File: src/rtl/iter_pkg.sv
// Shared types and helpers for the iterative pixel writer.
package iter_pkg;

  typedef enum logic [1:0] {IDLE, RUN, DRAIN} wr_state_t;

  // Linear framebuffer address; callers truncate to their address width.
  function automatic logic [31:0] addr_of(input logic [31:0] x,
                                          input logic [31:0] y,
                                          input logic [31:0] stride);
    return y * stride + x;
  endfunction

endpackage

File: src/rtl/iter_fifo.sv
// Synchronous FIFO with async active-low reset; push on a full FIFO is
// accepted only when a pop frees the slot in the same cycle.
module iter_fifo #(
  parameter int WIDTH = 20,
  parameter int DEPTH = 8
) (
  input  logic                       clk,
  input  logic                       rst_n,
  input  logic                       push,
  input  logic [WIDTH-1:0]           push_data,
  input  logic                       pop,
  output logic [WIDTH-1:0]           pop_data,
  output logic                       full,
  output logic                       empty,
  output logic [$clog2(DEPTH):0]     count
);

  localparam int PTRW = $clog2(DEPTH);
  localparam logic [PTRW:0] FULL_CNT = (PTRW + 1)'(DEPTH);

  logic [WIDTH-1:0] mem [DEPTH];
  logic [PTRW-1:0]  wr_ptr_reg, rd_ptr_reg;
  logic [PTRW:0]    count_reg;
  logic             wr_en, rd_en;

  assign full  = (count_reg == FULL_CNT);
  assign empty = (count_reg == '0);
  assign count = count_reg;
  assign rd_en = pop && !empty;
  assign wr_en = push && (!full || rd_en);
  assign pop_data = mem[rd_ptr_reg];

  // Storage carries no reset so it can map onto distributed RAM.
  always_ff @(posedge clk) begin
    if (wr_en) mem[wr_ptr_reg] <= push_data;
  end

  always_ff @(posedge clk or negedge rst_n) begin
    if (!rst_n) begin
      wr_ptr_reg <= '0;
      rd_ptr_reg <= '0;
      count_reg  <= '0;
    end else begin
      if (wr_en) wr_ptr_reg <= wr_ptr_reg + PTRW'(1);
      if (rd_en) rd_ptr_reg <= rd_ptr_reg + PTRW'(1);
      case ({wr_en, rd_en})
        2'b10:   count_reg <= count_reg + (PTRW + 1)'(1);
        2'b01:   count_reg <= count_reg - (PTRW + 1)'(1);
        default: count_reg <= count_reg;
      endcase
    end
  end

endmodule

File: src/rtl/iter_pixel_writer.sv
// Buffers iterator pixels and issues framebuffer writes under valid/ready.
// Optional ITER_PIXEL_WRITER_CLIP_EN drops off-screen pixels at enqueue.
module iter_pixel_writer
  import iter_pkg::*;
#(
  parameter int CORDW = 10,
  parameter int COLRW = 4,
  parameter int H_RES = 640,
  parameter int V_RES = 480,
  parameter int ADDRW = 19,
  parameter int DEPTH = 8
) (
  input  logic             clk,
  input  logic             rst_n,
  input  logic             start,
  input  logic [COLRW-1:0] colour,
  input  logic [CORDW-1:0] x,
  input  logic [CORDW-1:0] y,
  input  logic             drawing,
  input  logic             src_done,
  output logic             oe,
  output logic             mem_we,
  output logic [ADDRW-1:0] mem_addr,
  output logic [COLRW-1:0] mem_data,
  input  logic             mem_ready,
  output logic             busy,
  output logic             done,
  output logic             overflow
);

  localparam int CNTW = $clog2(DEPTH) + 1;

  if ((64'(1) << ADDRW) < 64'(H_RES) * 64'(V_RES)) begin : g_addrw_check
    $error("iter_pixel_writer: ADDRW too small for H_RES*V_RES");
  end

  wr_state_t          state_reg, state_next;
  logic               done_reg, done_next;
  logic [COLRW-1:0]   colour_reg;
  logic               overflow_reg;
  logic               mem_we_reg;
  logic [ADDRW-1:0]   mem_addr_reg;
  logic [COLRW-1:0]   mem_data_reg;

  logic [2*CORDW-1:0] pop_data;
  logic [CORDW-1:0]   pop_x, pop_y;
  logic               fifo_full, fifo_empty;
  logic [CNTW-1:0]    fifo_count;
  logic               clip, accept, push, out_load, ovf_set;

`ifdef ITER_PIXEL_WRITER_CLIP_EN
  assign clip = (32'(x) >= H_RES) || (32'(y) >= V_RES);
`else
  assign clip = 1'b0;
`endif

  assign out_load = (!mem_we_reg || mem_ready) && !fifo_empty;
  assign accept   = drawing && (state_reg == RUN) && !clip;
  assign push     = accept && (!fifo_full || out_load);
  assign ovf_set  = accept && fifo_full && !out_load;

  iter_fifo #(
    .WIDTH(2 * CORDW),
    .DEPTH(DEPTH)
  ) u_fifo (
    .clk       (clk),
    .rst_n     (rst_n),
    .push      (push),
    .push_data ({y, x}),
    .pop       (out_load),
    .pop_data  (pop_data),
    .full      (fifo_full),
    .empty     (fifo_empty),
    .count     (fifo_count)
  );

  assign pop_x = pop_data[CORDW-1:0];
  assign pop_y = pop_data[2*CORDW-1:CORDW];

  always_comb begin
    state_next = state_reg;
    done_next  = 1'b0;
    case (state_reg)
      IDLE:  if (start) state_next = RUN;
      RUN:   if (src_done) state_next = DRAIN;
      DRAIN: begin
        // Finished only once the last write has been accepted.
        if (fifo_empty && !mem_we_reg) begin
          state_next = IDLE;
          done_next  = 1'b1;
        end
      end
      default: state_next = IDLE;
    endcase
  end

  always_ff @(posedge clk or negedge rst_n) begin
    if (!rst_n) begin
      state_reg    <= IDLE;
      done_reg     <= 1'b0;
      colour_reg   <= '0;
      overflow_reg <= 1'b0;
    end else begin
      state_reg <= state_next;
      done_reg  <= done_next;
      if (state_reg == IDLE && start) begin
        colour_reg   <= colour;
        overflow_reg <= 1'b0;
      end else if (ovf_set) begin
        overflow_reg <= 1'b1;
      end
    end
  end

  // Output register: holds address/data steady while the memory stalls.
  always_ff @(posedge clk or negedge rst_n) begin
    if (!rst_n) begin
      mem_we_reg   <= 1'b0;
      mem_addr_reg <= '0;
      mem_data_reg <= '0;
    end else if (out_load) begin
      mem_we_reg   <= 1'b1;
      mem_addr_reg <= ADDRW'(addr_of(32'(pop_x), 32'(pop_y), 32'(H_RES)));
      mem_data_reg <= colour_reg;
    end else if (mem_ready) begin
      mem_we_reg   <= 1'b0;
    end
  end

  // One free slot of slack covers the iterator's one-cycle reaction to oe.
  assign oe       = (state_reg == RUN) && (32'(fifo_count) <= DEPTH - 2);
  assign busy     = (state_reg != IDLE);
  assign done     = done_reg;
  assign overflow = overflow_reg;
  assign mem_we   = mem_we_reg;
  assign mem_addr = mem_addr_reg;
  assign mem_data = mem_data_reg;

endmodule

File: config.mk
export PLATFORM = sky130hd
export DESIGN_NAME = iter_pixel_writer
export DESIGN_NICKNAME = d
export VERILOG_FILES = /design/src/rtl/iter_pkg.sv /design/src/rtl/iter_fifo.sv /design/src/rtl/iter_pixel_writer.sv
export SDC_FILE = /design/constraint.sdc
export NUM_CORES = 1
export LEC_CHECK = 0
export ABC_AREA = 0
export CAP_MARGIN = 20
export CORE_MARGIN = 3
export CORE_UTILIZATION = 63
export CTS_CLUSTER_SIZE = 28
export DETAILED_ROUTE_END_ITERATION = 8
export GPL_TIMING_DRIVEN = 0
export PLACE_DENSITY = 0.8
export RECOVER_POWER = 100
export SLEW_MARGIN = 40
export SYNTH_ARGS = -nofsm -noshare
export SYNTH_HDL_FRONTEND = slang
export SYNTH_SLANG_ARGS = --single-unit
File: constraint.sdc
create_clock -name clk -period 7.6 [get_ports clk]
set_clock_uncertainty 0.05 [all_clocks]
set_input_delay 1.9 -clock clk [delete_from_list [all_inputs] [get_ports clk]]
set_output_delay 1.9 -clock clk [all_outputs]
set_load 0.05 [all_outputs]
# Word level (Yosys, flattened, before mapping)
# Memories as Yosys holds them, arrays and structs flattened.
# Index checks and enable logic that the tools add are counted.
op_classes:
  add_sub_neg: 5
  mul: 1
  n_lt_le_gt_ge: 1
  eq_ne: 8
  n_mux: 13
  reduce_logical: 24
ops:
  columns: ["operator", "n"]
  rows:
  - ["adder 19 x 10 -> 19 bit", 1]
  - ["multiplier 10 x 3 -> 12 bit, second input constant", 1]
  - ["logical AND 1 bit", 10]
  - ["2-to-1 mux 1 bit", 8]
  - ["case mux 4 bit (2 select lines)", 1]
  - ["nonzero test 2 bit", 4]
  - ["adder 3 x 1 -> 3 bit, second input constant", 2]
  - ["2-to-1 mux 2 bit", 3]
  - ["inequality test 2 bit, second input constant", 3]
  - ["case mux 2 bit (3 select lines)", 1]
  - ["adder 4 x 1 -> 4 bit, second input constant", 1]
  - ["== test 2 x 1 -> 1 bit, second input constant", 2]
  - ["== test 2 bit, second input constant", 2]
  - ["== test 4 bit, second input constant", 1]
  - ["less-or-equal comparator 4 x 3 -> 1 bit, second input constant", 1]
  - ["logical NOT 1 bit", 4]
  - ["logical NOT 4 bit", 1]
  - ["subtractor 4 x 1 -> 4 bit, second input constant", 1]
  - ["logical OR 1 bit", 3]
  - ["AND reduction 3 bit", 1]
  - ["logical NOT 2 bit", 1]
word_totals:
  register_bits: 42
  ramBits: 160
  inputBits: 30
  word_cells: 63
  memories: 1
mem_list:
  columns: ["memory", "depth", "width", "read_ports", "rd_clocked_by_memory_dff", "write_ports", "line", "rtl"]
  rows:
  - ["u_fifo.mem", 8, 20, 1, 0, 1, "iter_fifo.sv:21", "logic [WIDTH-1:0] mem [DEPTH];"]

# Logic depth before layout (Yosys ltp)
# Gate-level depths: netlist (run 1).
logic_depth:
  depth_word: 8
  depth_mapped: 15
  mapped_depth_nobuf: 13

# Cells and area by module
# Synthesis (run 1) repeated with hierarchy kept, for this count alone.
unflattened:
  cells_unflattened: 503
  area_unflattened_um2: 8803.4
modules_own_cells:
  columns: ["mod", "n_inst", "cells_each", "area_each_um2"]
  rows:
  - ["iter_fifo", 1, 298, 6844.1]
  - ["iter_pixel_writer", 1, 205, 1959.4]

# Least setup slack after synthesis (run 1)
# Ideal clock, no wire load.
synth_path:
  path_kind: "input to register"
  from: "input port drawing"
  to: "memory u_fifo.mem[1][0] (enable)"
  setup_time_ps: 422
  arrival_time_ps: 4059
  required_time_ps: 7128
  path_slack_ps: 3069
  cell_stages: 5
  n_path_buf: 0
  cell_sequence: "nor2b_1 > nand2_1 > a31oi_1 > nand2_1 > nor3_1"
synth_between:
  elab_chain_len: 5
synth_rtl:
  columns: ["item", "line", "rtl"]
  rows:
  - ["start: declaration", "iter_pixel_writer.sv:19", "input logic drawing,"]
  - ["logical AND 1 bit", "iter_pixel_writer.sv:58", "assign accept = drawing && (state_reg == RUN) && !clip;"]
  - ["logical AND 1 bit", "iter_pixel_writer.sv:59", "assign push = accept && (!fifo_full || out_load);"]
  - ["logical AND 1 bit", "iter_fifo.sv:30", "assign wr_en = push && (!full || rd_en);"]
  - ["2-to-1 mux 1 bit", "iter_fifo.sv:35", "if (wr_en) mem[wr_ptr_reg] <= push_data;"]
  - ["2-to-1 mux 1 bit (implied by the code)", "iter_fifo.sv:35", null]
  - ["end: declaration", "iter_fifo.sv:21", null]
# Every way passes these cells.

# Worst setup path in the final report (run 1)
layout_path:
  from: "register u_fifo.rd_ptr_reg[1]"
  to: "register mem_addr_reg[18], in the netlist mem_addr[18]"
layout_between:
  elab_chain_len: 3
layout_rtl:
  columns: ["item", "line", "rtl"]
  rows:
  - ["start: declaration", "iter_fifo.sv:22", "logic [PTRW-1:0] wr_ptr_reg, rd_ptr_reg;"]
  - ["start signal: assignment", "iter_fifo.sv:45", "if (rd_en) rd_ptr_reg <= rd_ptr_reg + PTRW'(1);"]
  - ["memory (8 x 20 bit) *", null, null]
  - ["multiplier 10 x 3 -> 12 bit", "iter_pkg.sv:10", "return y * stride + x;"]
  - ["adder 19 x 10 -> 19 bit *", "iter_pkg.sv:10", null]
  - ["end signal: assignment", "iter_pixel_writer.sv:123", "mem_addr_reg <= ADDRW'(addr_of(32'(pop_x), 32'(pop_y), 32'(H_RES)));"]
  - ["end: declaration", "iter_pixel_writer.sv:42", "logic [ADDRW-1:0] mem_addr_reg;"]
# Every way passes the cells marked *; elsewhere a longest branch is shown, timed or not.
# A chain may end at the register's enable or synchronous reset.

==> run summary, run 1 <==
cts repair resizes -> 0
postcts setup bufs -> 0
initial core utilization -> 0.658
number of CTS-inserted buffers -> 21
Warnings, synthesis -> 0
Startpoint Class -> register
FILL cells -> 716
final setup margin -> 2.28 ns
grt ovf -> 0
share of the synthesized area in the top cell type -> 0.567
Worst Path Required -> 7.91 ns
post-route ant nets -> 0
CP Capture Type -> register
synthesized net count -> 550
DRT iter0 DRCs -> 496
global-route wire length before repair -> 27.2 mm
top post-synthesis cells by count -> edfxtp_1, nand2_1, dfrtp_1
flip-flop and latch count after synthesis -> 202
register area -> 5860 sq um
power per cell area -> 483 nW/um^2
top cells by area, synth -> edfxtp_1, dfrtp_1, mux4_2
CTS tree -> yes
Slew @ Worst Pin -> 2.25 ns
CP Max Fanout -> 10
Avg Vias per Cell -> 6.06
CTS Root Cell -> clkbuf_16
max cap viols -> 1
max_slew headroom -> -0.503
hold buffer count at cts -> 0
most frequent cell after synthesis -> edfxtp_1
FFs w/ async S/R, synth -> 0.208
pre-CTS setup slack -> 2.79 ns
Largest register FFs -> 160
Setup-failing EPs final -> 0
Peak VDD IR -> 0.230 mV
drt wl/cell -> 22.3 um
gate count of the mapped netlist -> 493
Final HPWL DP -> 11.0 mm
RSZ-0062 raised after global routing -> false
vias in the first global route -> 4730
failing checks -> capacitance limit, slew limit
distinct cell type count after synthesis -> 42
worst-skew pair later-pin latency -> 0.48 ns
syn_area_per_cell -> 17.2 sq um
drt drc -> 0
clock slew at the register clock pins of the worst setup and hold paths -> 0.06 ns
drt first pass iters -> 4
type of the worst setup path -> register to register
critical path arrival -> 5.63 ns
Die Ht -> 122 um
Placed Cells -> 734
Post-synth EDFFs -> 160
Longest Clk Path Bufs -> 3
via count -> 4674
total power -> 4.78 mW
leakage -> 3.55 nW
fmax -> 188 MHz
Synth area leader -> edfxtp_1
Final GP Congestion -> 0.808
final setup TNS -> 0 ns
Netlist Area Pre-Place -> 8470 sq um
min-delay worst type -> register to register
area occupied by multi-input gates -> 2470 sq um
Global Route Usage Sum -> 0.247
area grow syn2layout -> 16.8%
outcome -> complete, but fails checks
CTS H-tree depth -> 1
fin nets -> 642
post-synthesis sequential area ratio -> 0.691
share of post-route cells with drive strength above 1 -> 0.154
IO Count -> 58
core area -> 12900 sq um
n_diodes -> 0
initial antenna violation count -> 0
die area -> 14900 sq um
Die Wd -> 122 um
Final Non-Filler Cells -> 771
crit share post-route -> 0.700
final WL -> 17.2 mm
Final min period -> 5.32 ns
largest net degree at the start of global routing -> 43
Final Slew Violations -> 43
port bufs -> 57
most common flop cell mapped by yosys -> edfxtp_1
Row Count -> 41
clock sinks -> 202
final hold vios -> 0
==> cell usage in the layout (no fill, tap or decap), types with 3 or more instances in the layout <==
cell	instances
xor2_1	11
nor3_1	5
fa_1	3
xnor2_1	9
nor2_1	18
o21ai_0	23
a21o_1	5
clkbuf_16	21
ha_1	24
mux2i_1	10
inv_1	10
mux4_2	40
nand2_1	48
nor2b_1	5
mux2_2	16
dlygate4sd3_1	52
and3_1	3
clkdlybuf4s50_1	4
or3_1	3
nand2b_1	5
clkinv_2	4
dfrtp_1	42
buf_2	4
a21oi_1	10
clkbuf_1	33
edfxtp_1	160
nand3_1	3
==> cell type report <==
type	instances	area share
flip-flops and latches	202	0.592
multi-input cells	262	0.250
repair buffers	69	0.0616
clock buffers	30	0.0573
well taps	172	0.0218
plain buffers	18	0.00734
clock inverters	7	0.00632
inverters	11	0.00417
==> power breakdown <==
part | total, mW | switching [mW] | internal [mW]
logic | 2.37 | 1.39 | 0.980
clock network | 0.944 | 0.390 | 0.553
registers | 1.47 | 0.0959 | 1.37
total | 4.78 | 1.87 | 2.91
==> logic make-up (layout without fill, tap and decap cells) <==
kind of cell | Yosys count | in the layout | share of synthesized area
AO/OA/AOI/OAI | 50 | 50 | 0.0365
XOR/XNOR | 20 | 20 | 0.0207
adder cells (fa/ha/maj) | 27 | 27 | 0.0426
buffers and inverters | 29 | 135 | 0.0137
flip-flops | 202 | 202 | 0.691
multiplexers | 66 | 66 | 0.139
AND/OR/NAND/NOR | 99 | 99 | 0.0556
==> metrics by stage <==
step	instance area, sq um	hold slack [ns]	utilization
after global placement	9250	0.397	0.719
after CTS	10100	0.426	0.785
after global routing	9890	0.445	0.768
after floorplan	8470	0.385	-
final	9890	0.418	0.768
after detailed placement	9480	0.404	0.736
==> worst max-delay path, stage by stage, from the launching register on <==
cell      delay [ns]
dfrtp_1         0.48
clkbuf_1        0.55
clkbuf_1        0.67
mux4_2          0.43
mux2i_1         0.30
inv_1           0.13
ha_1            0.30
ha_1            0.24
fa_1            0.42
and3_1          0.18
o21a_1          0.23
nor4_1          0.47
nand4_1         0.19
nor3b_1         0.29
xnor2_1         0.18
o21ai_1         0.08
==> layer usage <==
metal	wire length, um	global-route usage
met3	1150	0.0381
met2	8600	0.404
met4	311	0.0637
met5	0	0
met1	7140	0.359
==> worst paths after layout <==
path	to	from	cells past startpoint	slack [ns]
max	mem_addr[18]$_DFFE_PN0P_	u_fifo.rd_ptr_reg[1]$_DFFE_PN0P_	15	2.28
min	mem_data[1]$_DFFE_PN0P_	mem_data[1]$_DFFE_PN0P_	2	0.42
max reg2reg	mem_addr[18]$_DFFE_PN0P_	u_fifo.rd_ptr_reg[1]$_DFFE_PN0P_	15	2.28
min reg2reg	mem_data[1]$_DFFE_PN0P_	mem_data[1]$_DFFE_PN0P_	2	0.42
max in group asynchronous	mem_addr[9]$_DFFE_PN0P_	rst_n	1	4.18
min in group asynchronous	done$_DFF_PN0_	rst_n	1	2.03
Note: power is estimated with default switching activity, not from simulation.
==> run 2: changes to the inputs <==
--- a/config.mk
+++ b/config.mk
@@ -8,11 +8,11 @@
 export ABC_AREA = 0
 export CAP_MARGIN = 20
 export CORE_MARGIN = 3
-export CORE_UTILIZATION = 63
+export CORE_UTILIZATION = 59
 export CTS_CLUSTER_SIZE = 28
 export DETAILED_ROUTE_END_ITERATION = 8
 export GPL_TIMING_DRIVEN = 0
-export PLACE_DENSITY = 0.8
+export PLACE_DENSITY = 0.76
 export RECOVER_POWER = 100
 export SLEW_MARGIN = 40
 export SYNTH_ARGS = -nofsm -noshare
==> constraint.sdc (replaced) <==
create_clock -name clk -period 5.4 [get_ports clk]
set_clock_uncertainty 0.05 [all_clocks]
set_input_delay 1.35 -clock clk [delete_from_list [all_inputs] [get_ports clk]]
set_output_delay 1.35 -clock clk [all_outputs]
set_load 0.05 [all_outputs]
==> run 2 against run 1 <==
Compared with the run above: final cell count grew 1.6%; sequential cell count is the same; the flow still finishes with violations (capacitance limit, slew limit); combinational power grew 42%; total power grew 44%; register-to-register slack lost 1.7 ns; sequential share of layout area shrank 0.71 points; core utilization shrank 5.0 points; setup slack lost 1.7 ns; clock power grew 55%; critical path depth is the same; die area grew 6.4%; maximum frequency grew 9.3%.
==> run summary, run 2 (same netlist as run 1, synthesis figures left out) <==
outcome -> complete, but fails checks
failing checks -> capacitance limit, slew limit
Slew @ Worst Pin -> 2.25 ns (-0.00109 ns)
Crit path buffers/inverters -> 3 (unchanged)
type of the worst setup path -> register to register
Hold Startpoint -> colour_reg[1]$_DFFE_PN0P_
slowest cell on the critical path -> clkbuf_1
fin nets -> 644 (+0.31%)
CP Max Fanout -> 10 (unchanged)
crit path cell chain -> clkbuf_1 -> buf_2 -> mux4_2 -> mux2i_1 -> inv_1 -> ha_1 -> ha_1 -> fa_1 -> and3_1 -> o21a_1 -> nor4_4 -> nand4_1 -> nor3b_1 -> xnor2_1 -> o21ai_1
Reg-to-Reg Start -> u_fifo.rd_ptr_reg[1]$_DFFE_PN0P_
Die Ht -> 126 um (+3.2%)
n_diodes -> 0 (unchanged)
core area -> 13900 sq um (+8.2%)
worst-skew pair later-pin latency -> 0.50 ns (+0.02 ns)
hold buffer count at cts -> 0 (unchanged)
clock sinks -> 202 (unchanged)
Peak VDD IR -> 0.348 mV (+52%)
Post-Layout Inst Area -> 10000 sq um (+1.2%)
Longest Clk Path Bufs -> 3 (unchanged)
Setup-failing EPs final -> 0 (unchanged)
global-route wire length before repair -> 26.9 mm (-1.4%)
post-route ant nets -> 0 (unchanged)
fmax -> 205 MHz (+9.3%)
postcts setup bufs -> 0 (unchanged)
Final min period -> 4.87 ns (-0.455 ns)
register area -> 5860 sq um (unchanged)
Top delay family on crit path -> buffers and inverters
CP Capture Type -> register
port bufs -> 57 (unchanged)
final hold vios -> 0 (unchanged)
via count -> 4605 (-1.5%)
final setup TNS -> 0 ns (unchanged)
Largest register FFs -> 160 (unchanged)
Row Count -> 43 (+4.9%)
Avg Vias per Cell -> 5.88 (-3.0%)
cts repair resizes -> 0 (unchanged)
grt ovf -> 0 (unchanged)
r2r worst-path depth -> 15 (unchanged)
Worst Path Required -> 5.71 ns (-2.20 ns)
flop2flop setup slack -> 0.53 ns (-1.75 ns)
Global Route Usage Sum -> 0.221 (-0.0263)
Final HPWL DP -> 11.2 mm (+1.2%)
vias in the first global route -> 4818 (+1.9%)
Die Wd -> 126 um (+3.2%)
critical path arrival -> 5.18 ns (-0.45 ns)
IO Count -> 58 (unchanged)
Final Non-Filler Cells -> 783 (+1.6%)
Final GP Congestion -> 0.819 (+1.3%)
clock slew at the register clock pins of the worst setup and hold paths -> 0.06 ns (about the same)
max cap viols -> 1 (unchanged)
number of CTS-inserted buffers -> 22 (+4.8%)
max_slew headroom -> -0.502 (+0.000724)
largest net degree at the start of global routing -> 43 (unchanged)
Reg-to-Reg End -> mem_addr[18]$_DFFE_PN0P_
hold endpoint -> mem_data[1]$_DFFE_PN0P_
drt drc -> 0 (unchanged)
DP Area -> 9450 sq um (-0.24%)
most frequent cells in the layout -> edfxtp_1, dlygate4sd3_1, nand2_1
leakage -> 3.59 nW (+1.2%)
hold path cells -> 2 (unchanged)
drt wl/cell -> 21.5 um (-3.7%)
area occupied by multi-input gates -> 2480 sq um (+0.61%)
power per cell area -> 688 nW/um^2 (+42%)
CTS Root Cell -> clkbuf_16
final WL -> 16.8 mm (-2.2%)
die area -> 15800 sq um (+6.4%)
FILL cells -> 852 (+19%)
Placed Cells -> 743 (+1.2%)
initial antenna violation count -> 0 (unchanged)
commonest non-fill, non-tap cell in the layout -> edfxtp_1
DRT iter0 DRCs -> 352 (-29%)
drt first pass iters -> 4 (unchanged)
Final Slew Violations -> 43 (unchanged)
CTS H-tree depth -> 1 (unchanged)
most used cell, CP -> ha_1
RSZ-0062 raised after global routing -> false
crit share post-route -> 0.901 (+0.201)
initial core utilization -> 0.608 (-0.0500)
area grow syn2layout -> 18.2%
min-delay worst type -> register to register
CP peak stage delay -> 0.53 ns (-0.14 ns)
Startpoint Class -> register
CTS tree -> yes
share of post-route cells with drive strength above 1 -> 0.164 (+0.0106)
## run 2: cell count changes in the layout (fill, tap and decap cells not counted), moves of 3 or more
cell / change
clkinv_2: -3
clkbuf_1: -6
clkinv_1: +5
clkinvlp_4: +3
## run 2: final cells by class
type / count / area share
timing repair buffer: 70 / 0.0612
buffer: 18 / 0.00750
sequential: 202 / 0.585
clock inverter: 14 / 0.0111
clock buffer: 26 / 0.0606
multi-input combinational: 262 / 0.248
inverter: 11 / 0.00412
tap: 180 / 0.0225
## run 2: layer usage
layer  wire, um  vias up  global-route usage
met2       8230      139               0.365
met3       1270       27              0.0416
met5          0        -                   0
met1       7030     2343               0.308
met4        306        0              0.0625
li1           -     2096                   -
## run 2: worst register-to-register path, cell delays in order (launching register included)
cell and delay, ns:
dfrtp_1 0.46, clkbuf_1 0.53, buf_2 0.44, mux4_2 0.37
mux2i_1 0.36, inv_1 0.14, ha_1 0.30, ha_1 0.24
fa_1 0.40, and3_1 0.18, o21a_1 0.26, nor4_4 0.32
nand4_1 0.15, nor3b_1 0.27, xnor2_1 0.17, o21ai_1 0.08
## run 2: worst max path at each step
| stage | startpoint | end | slack [ns] | cells after the start |
|---|---|---|---|---|
| 2_1_floorplan | drawing | u_fifo.mem[1][0]$_DFFE_PP_ | 1.42 | 5 |
| 3_3_place_gp | drawing | u_fifo.mem[1][14]$_DFFE_PP_ | -0.71 | 6 |
| 3_5_place_dp | u_fifo.rd_ptr_reg[1]$_DFFE_PN0P_ | mem_addr[18]$_DFFE_PN0P_ | 0.67 | 15 |
| 4_1_cts | u_fifo.rd_ptr_reg[1]$_DFFE_PN0P_ | mem_addr[18]$_DFFE_PN0P_ | 0.61 | 15 |
| 5_1_grt | u_fifo.rd_ptr_reg[1]$_DFFE_PN0P_ | mem_addr[18]$_DFFE_PN0P_ | 0.16 | 15 |
| 6_report | u_fifo.rd_ptr_reg[1]$_DFFE_PN0P_ | mem_addr[18]$_DFFE_PN0P_ | 0.53 | 15 |
## run 2: report_power, final
group          leakage [nW]  internal [mW]  switching (mW)
registers              1.95           1.93           0.133
clock network         0.343          0.857           0.599
logic                  1.30           1.40            1.96
## run 2: stage by stage
step	worst slack, ns	hold WS, ns	utilization	power, mW
2_1_floorplan	1.42	0.385	-	4.68
5_1_grt	0.164	0.444	0.719	7.35
6_report	0.532	0.420	0.719	6.89
4_1_cts	0.614	0.426	0.730	7.05
3_5_place_dp	0.673	0.412	0.678	5.55
3_3_place_gp	-0.713	0.402	0.665	5.41
==> edit 1, RTL diff (config.mk and constraints of run 2) <==
Change the parameter `H_RES` from 640 to 512.
--- a/src/rtl/iter_pixel_writer.sv
+++ b/src/rtl/iter_pixel_writer.sv
@@ -6,5 +6,5 @@
   parameter int CORDW = 10,
   parameter int COLRW = 4,
-  parameter int H_RES = 640,
+  parameter int H_RES = 512,
   parameter int V_RES = 480,
   parameter int ADDRW = 19,
Formal check against the unedited RTL: not equivalent (Yosys sat finds a counterexample within 4 cycles, from zero or initial values and one cycle with rst_n low).
==> edit 1 against run 2 <==
The run still ends with max-capacitance violations, max-slew violations left. Core utilization grew 1.6 points. Combinational power is 44% lower. Worst setup slack better by 0.66 ns. Synthesized area decreased by 5.5%. Final cell count fell by 7.3%. Global-route usage up 0.41 points. Total power shrank 24%. Highest routed layer unchanged. Maximum frequency grew 16%. Worst hold slack lost 0.0050 ns. Wire length shrank 5.0%. Sequential cell count is the same. Design area down 5.2%. Largest power group is now sequential cells.
==> edit 1: results (changes against run 2) <==
Status
  • Run status: finished with violations (unchanged)
  • Violated checks: max-capacitance violations, max-slew violations (unchanged)

Route
  • WL met3: 908 um (was 1270 um)
  • Routed metal-1 wire length: 6580 um (was 7030 um)
  • TritonRoute pass-1 iters: 5 (was 4)
  • Met2 WL: 8120 um (was 8230 um)
  • Via density per instance: 5.90 (was 5.88)
  • Post-Route WL: 16000 um (was 16800 um)

Placement
  • HPWL after detailed placement: 10900 um (was 11200 um)

STA
  • Slew margin rel.: -0.581 (was -0.502)
  • Max Slew Vio Count: 43 (unchanged)

Power
  • Internal: 0.00346 W (was 0.00419 W)
  • Logic power comb: 0.00188 W (was 0.00337 W)
  • Sw power: 0.00181 W (was 0.00269 W)
  • Leakage: 3.34 nW (was 3.59 nW)
  • Share of power burned in the clock network: 0.253 (was 0.211)
  • Peak VDD IR: 0.276 mV (was 0.348 mV)

Global route
  • GRT met2 Usage: 0.387 (was 0.365)
  • First-pass GRT wire length: 24900 um (was 26900 um)
  • M3 GR Usage: 0.0387 (was 0.0416)
  • M1 GR Usage: 0.304 (was 0.308)
  • Overall routing resource usage: 0.225 (was 0.221)
  • Vias in the first global route: 4469 (was 4818)

Setup path
  • CP max stage delay: 0.67 ns (was 0.53 ns)

Yosys
  • Syn_nets: 472 (was 550)
  • Commonest cells post-synth: edfxtp_1, nand2_1, dfrtp_1 (unchanged)
  • Distinct cell type count after synthesis: 43 (was 42)

Cells and area
  • Final net count: 576 (was 644)
  • Non-Filler Instances: 726 (was 783)
  • Share of cells above drive strength 1: 0.143 (was 0.164)

Job
  • Max_cap viols: 1 (unchanged)

Clocking
  • Number of CTS-inserted buffers: 21 (was 22)
edit 1: changes by cell type after synthesis, moves of 8 or more:
cell	change
inv_1	-8
mux4_1	+8
a21oi_1	-9
mux4_2	-9
ha_1	-17
nor2_1	-8
edit 1: stage by stage:
stage                     TNS (ns)  worst slack [ns]  cell area [um2]
after floorplan                  0              1.57             8000
after global placement      -56.05            -0.622             8780
after detailed placement         0              1.18             9020
after CTS                        0              1.65             9650
after global routing             0             0.944             9490
final                            0              1.19             9490
edit 1: logic make-up (layout without fill, tap and decap cells):
family                   count (synthesis)  in the layout  share of synthesized area
buffers and inverters                   21            140                     0.0131
AO/OA/AOI/OAI                           28             28                     0.0222
multiplexers                            66             66                      0.149
flip-flops                             202            202                      0.732
AND/OR/NAND/NOR                         99             99                     0.0591
adder cells (fa/ha/maj)                  7              7                     0.0109
XOR/XNOR                                12             12                     0.0131
edit 1: worst min-delay path, delay by kind of cell, from the launching register on:
kind	cells	cell delay, ns
DFF	1	0.34
and+or+nand+nor	2	0.10
edit 1: layout make-up:
type / instances / area [um2]
buffer: 19 / 88.8
clock inverter: 7 / 61.3
multi-input combinational: 212 / 2040
inverter: 2 / 7.51
sequential: 202 / 5860
timing repair buffer: 81 / 654
clock buffer: 31 / 573
tap: 172 / 215
fill: 830 / 3430
edit 1: final timing paths:
path | start | to | slack [ns] | cells past startpoint
setup / recovery | u_fifo.rd_ptr_reg[1] | mem_addr[17] | 1.19 | 10
hold / removal | colour_reg[0] | mem_data[0] | 0.41 | 2
setup reg to reg | u_fifo.rd_ptr_reg[1] | mem_addr[17] | 1.19 | 10
hold reg to reg | colour_reg[0] | mem_data[0] | 0.41 | 2
max in group asynchronous | rst_n | mem_addr[15] | 2.42 | 1
min in group asynchronous | rst_n | u_fifo.count[2] | 1.52 | 1
==> edit 2, RTL diff (settings of run 2) <==
Without the edit above. Encoding of `wr_state_t`: now one-hot (3 bits for 3 states).
--- a/src/rtl/iter_pkg.sv
+++ b/src/rtl/iter_pkg.sv
@@ -2,5 +2,5 @@
 package iter_pkg;
 
-  typedef enum logic [1:0] {IDLE, RUN, DRAIN} wr_state_t;
+  typedef enum logic [2:0] {IDLE = 3'b001, RUN = 3'b010, DRAIN = 3'b100} wr_state_t;
 
   // Linear framebuffer address; callers truncate to their address width.
Formal check against the unedited RTL: no difference found for any inputs over 4 cycles, from zero or initial values and one cycle with rst_n low; so few cycles prove little.
==> edit 2 against run 2 <==
The run still ends with max-capacitance violations, max-slew violations left. Global-route usage is 0.51 points lower. Core utilization is 0.060 points lower. Die area is 1.1% higher. Synthesized area is 1.1% higher. Design area is 0.69% higher. Worst hold slack better by 0.0040 ns. Sequential cell count is 1 higher. Count of clock-buffer cells in the layout is 3 lower. Worst setup slack better by 0.039 ns. Wire length is 0.18% lower. Total power is 2.3% lower. Critical endpoint is now mem_addr[17].
==> edit 2: results (changes against run 2) <==
Placement
  • Area of placed instances: 9550 um2 (was 9450 um2)
  • HPWL after detailed placement: 11100 um (was 11200 um)
  • RePlAce Congestion: 0.788 (was 0.819)

Setup path
  • Crit path DAT: 5.15 ns (was 5.18 ns)
  • Reg2reg end: mem_addr[17] (was mem_addr[18])
  • FF-to-FF path depth: 14 (was 15)
  • R2r setup slk: 0.57 ns (was 0.53 ns)

Route
  • Vias: 4723 (was 4605)
  • Met2 WL: 8210 um (was 8230 um)
  • TritonRoute pass-1 iters: 5 (was 4)
  • WL met3: 966 um (was 1270 um)
  • Post-Route WL: 16800 um (about the same)
  • Routed metal-1 wire length: 7220 um (was 7030 um)

Power
  • Peak VDD IR: 0.342 mV (was 0.348 mV)
  • Flop+latch power: 0.00200 W (was 0.00207 W)
  • Switching part of the total: 0.379 (was 0.391)
  • Leakage: 3.61 nW (was 3.59 nW)

Job
  • Max_cap viols: 1 (unchanged)

Clocking
  • Number of CTS-inserted buffers: 21 (was 22)

Global route
  • M3 GR Usage: 0.0371 (was 0.0416)
  • M1 GR Usage: 0.300 (was 0.308)
  • Initial antenna violation count: 1 (was 0)
  • Vias in the first global route: 4878 (was 4818)
  • First-pass GRT wire length: 26600 um (was 26900 um)
  • Largest net degree at the start of global routing: 44 (was 43)
  • GRT met2 Usage: 0.358 (was 0.365)
  • Overall routing resource usage: 0.216 (was 0.221)

Status
  • Violated checks: max-capacitance violations, max-slew violations (unchanged)
  • Run status: finished with violations (unchanged)

Yosys
  • Distinct cell type count after synthesis: 52 (was 42)
  • Yosys top cell area share: 0.561 (was 0.567)
  • Syn_nets: 555 (was 550)
  • Seq/Total Area, Yosys: 0.687 (was 0.691)
  • Commonest cells post-synth: edfxtp_1, dfrtp_1, nand2_1 (was edfxtp_1, nand2_1, dfrtp_1)
  • Top area cells in the synthesized netlist: edfxtp_1, dfrtp_1, mux4_2 (unchanged)

Cells and area
  • Final net count: 647 (was 644)
  • Share of cells above drive strength 1: 0.172 (was 0.164)
  • Fillers: 869 (was 852)

STA
  • WHS: 0.424 ns (was 0.420 ns)
  • Max Slew Vio Count: 44 (was 43)
  • Worst slew pin tran: 2.29 ns (was 2.25 ns)
[edit 2: changes by cell type in the layout (fill, tap and decap cells not counted), sizes merged, moves of 3 or more]
cell	delta
nor2	+12
o21ai	-10
clkbuf	-7
nand2	-7
a21oi	+4
nand2b	+4
bufinv	+3
or3	-3
[edit 2: worst max-delay path: cells and delay by family (launching register included)]
family	cells	cell delay, ns
AOI/OAI and AO/OA	1	0.21
xor gates and xnor gates	2	0.42
buffers and inverters	3	1.08
and+or+nand+nor	2	0.63
muxes	3	0.87
DFF	1	0.47
adders and majority gates	3	0.96
[edit 2: per-stage QoR]
step                worst slack [ns]  utilization  std cells  power (W)
CTS                            0.581        0.731        785    0.00690
detailed placement             0.623        0.680        747    0.00541
finish                         0.571        0.718        786    0.00673
floorplan                       1.42            -        498    0.00460
global route                   0.185        0.718        786    0.00715
global placement             -0.0706        0.666        735    0.00529
[edit 2: final cells by class]
| type | instances | area [um2] | share of cell area |
|---|---|---|---|
| clock inverters | 15 | 180 | 0.0179 |
| repair buffers | 69 | 609 | 0.0604 |
| multi-input cells | 267 | 2530 | 0.251 |
| diodes | 1 | 2.50 | 0.000248 |
| flip-flops and latches | 203 | 5880 | 0.583 |
| clock buffers | 23 | 533 | 0.0529 |
| inverters | 11 | 41.3 | 0.00410 |
| well taps | 180 | 225 | 0.0223 |
| plain buffers | 17 | 75.1 | 0.00745 |
[edit 2: cells by family after synthesis]
kind of cell | count (synthesis) | synth area share
buf+inv | 28 | 0.0134
compound gates | 51 | 0.0416
simple gates | 105 | 0.0589
xor+xnor | 18 | 0.0193
mux | 66 | 0.138
fa+ha+maj | 27 | 0.0421
flops | 203 | 0.687
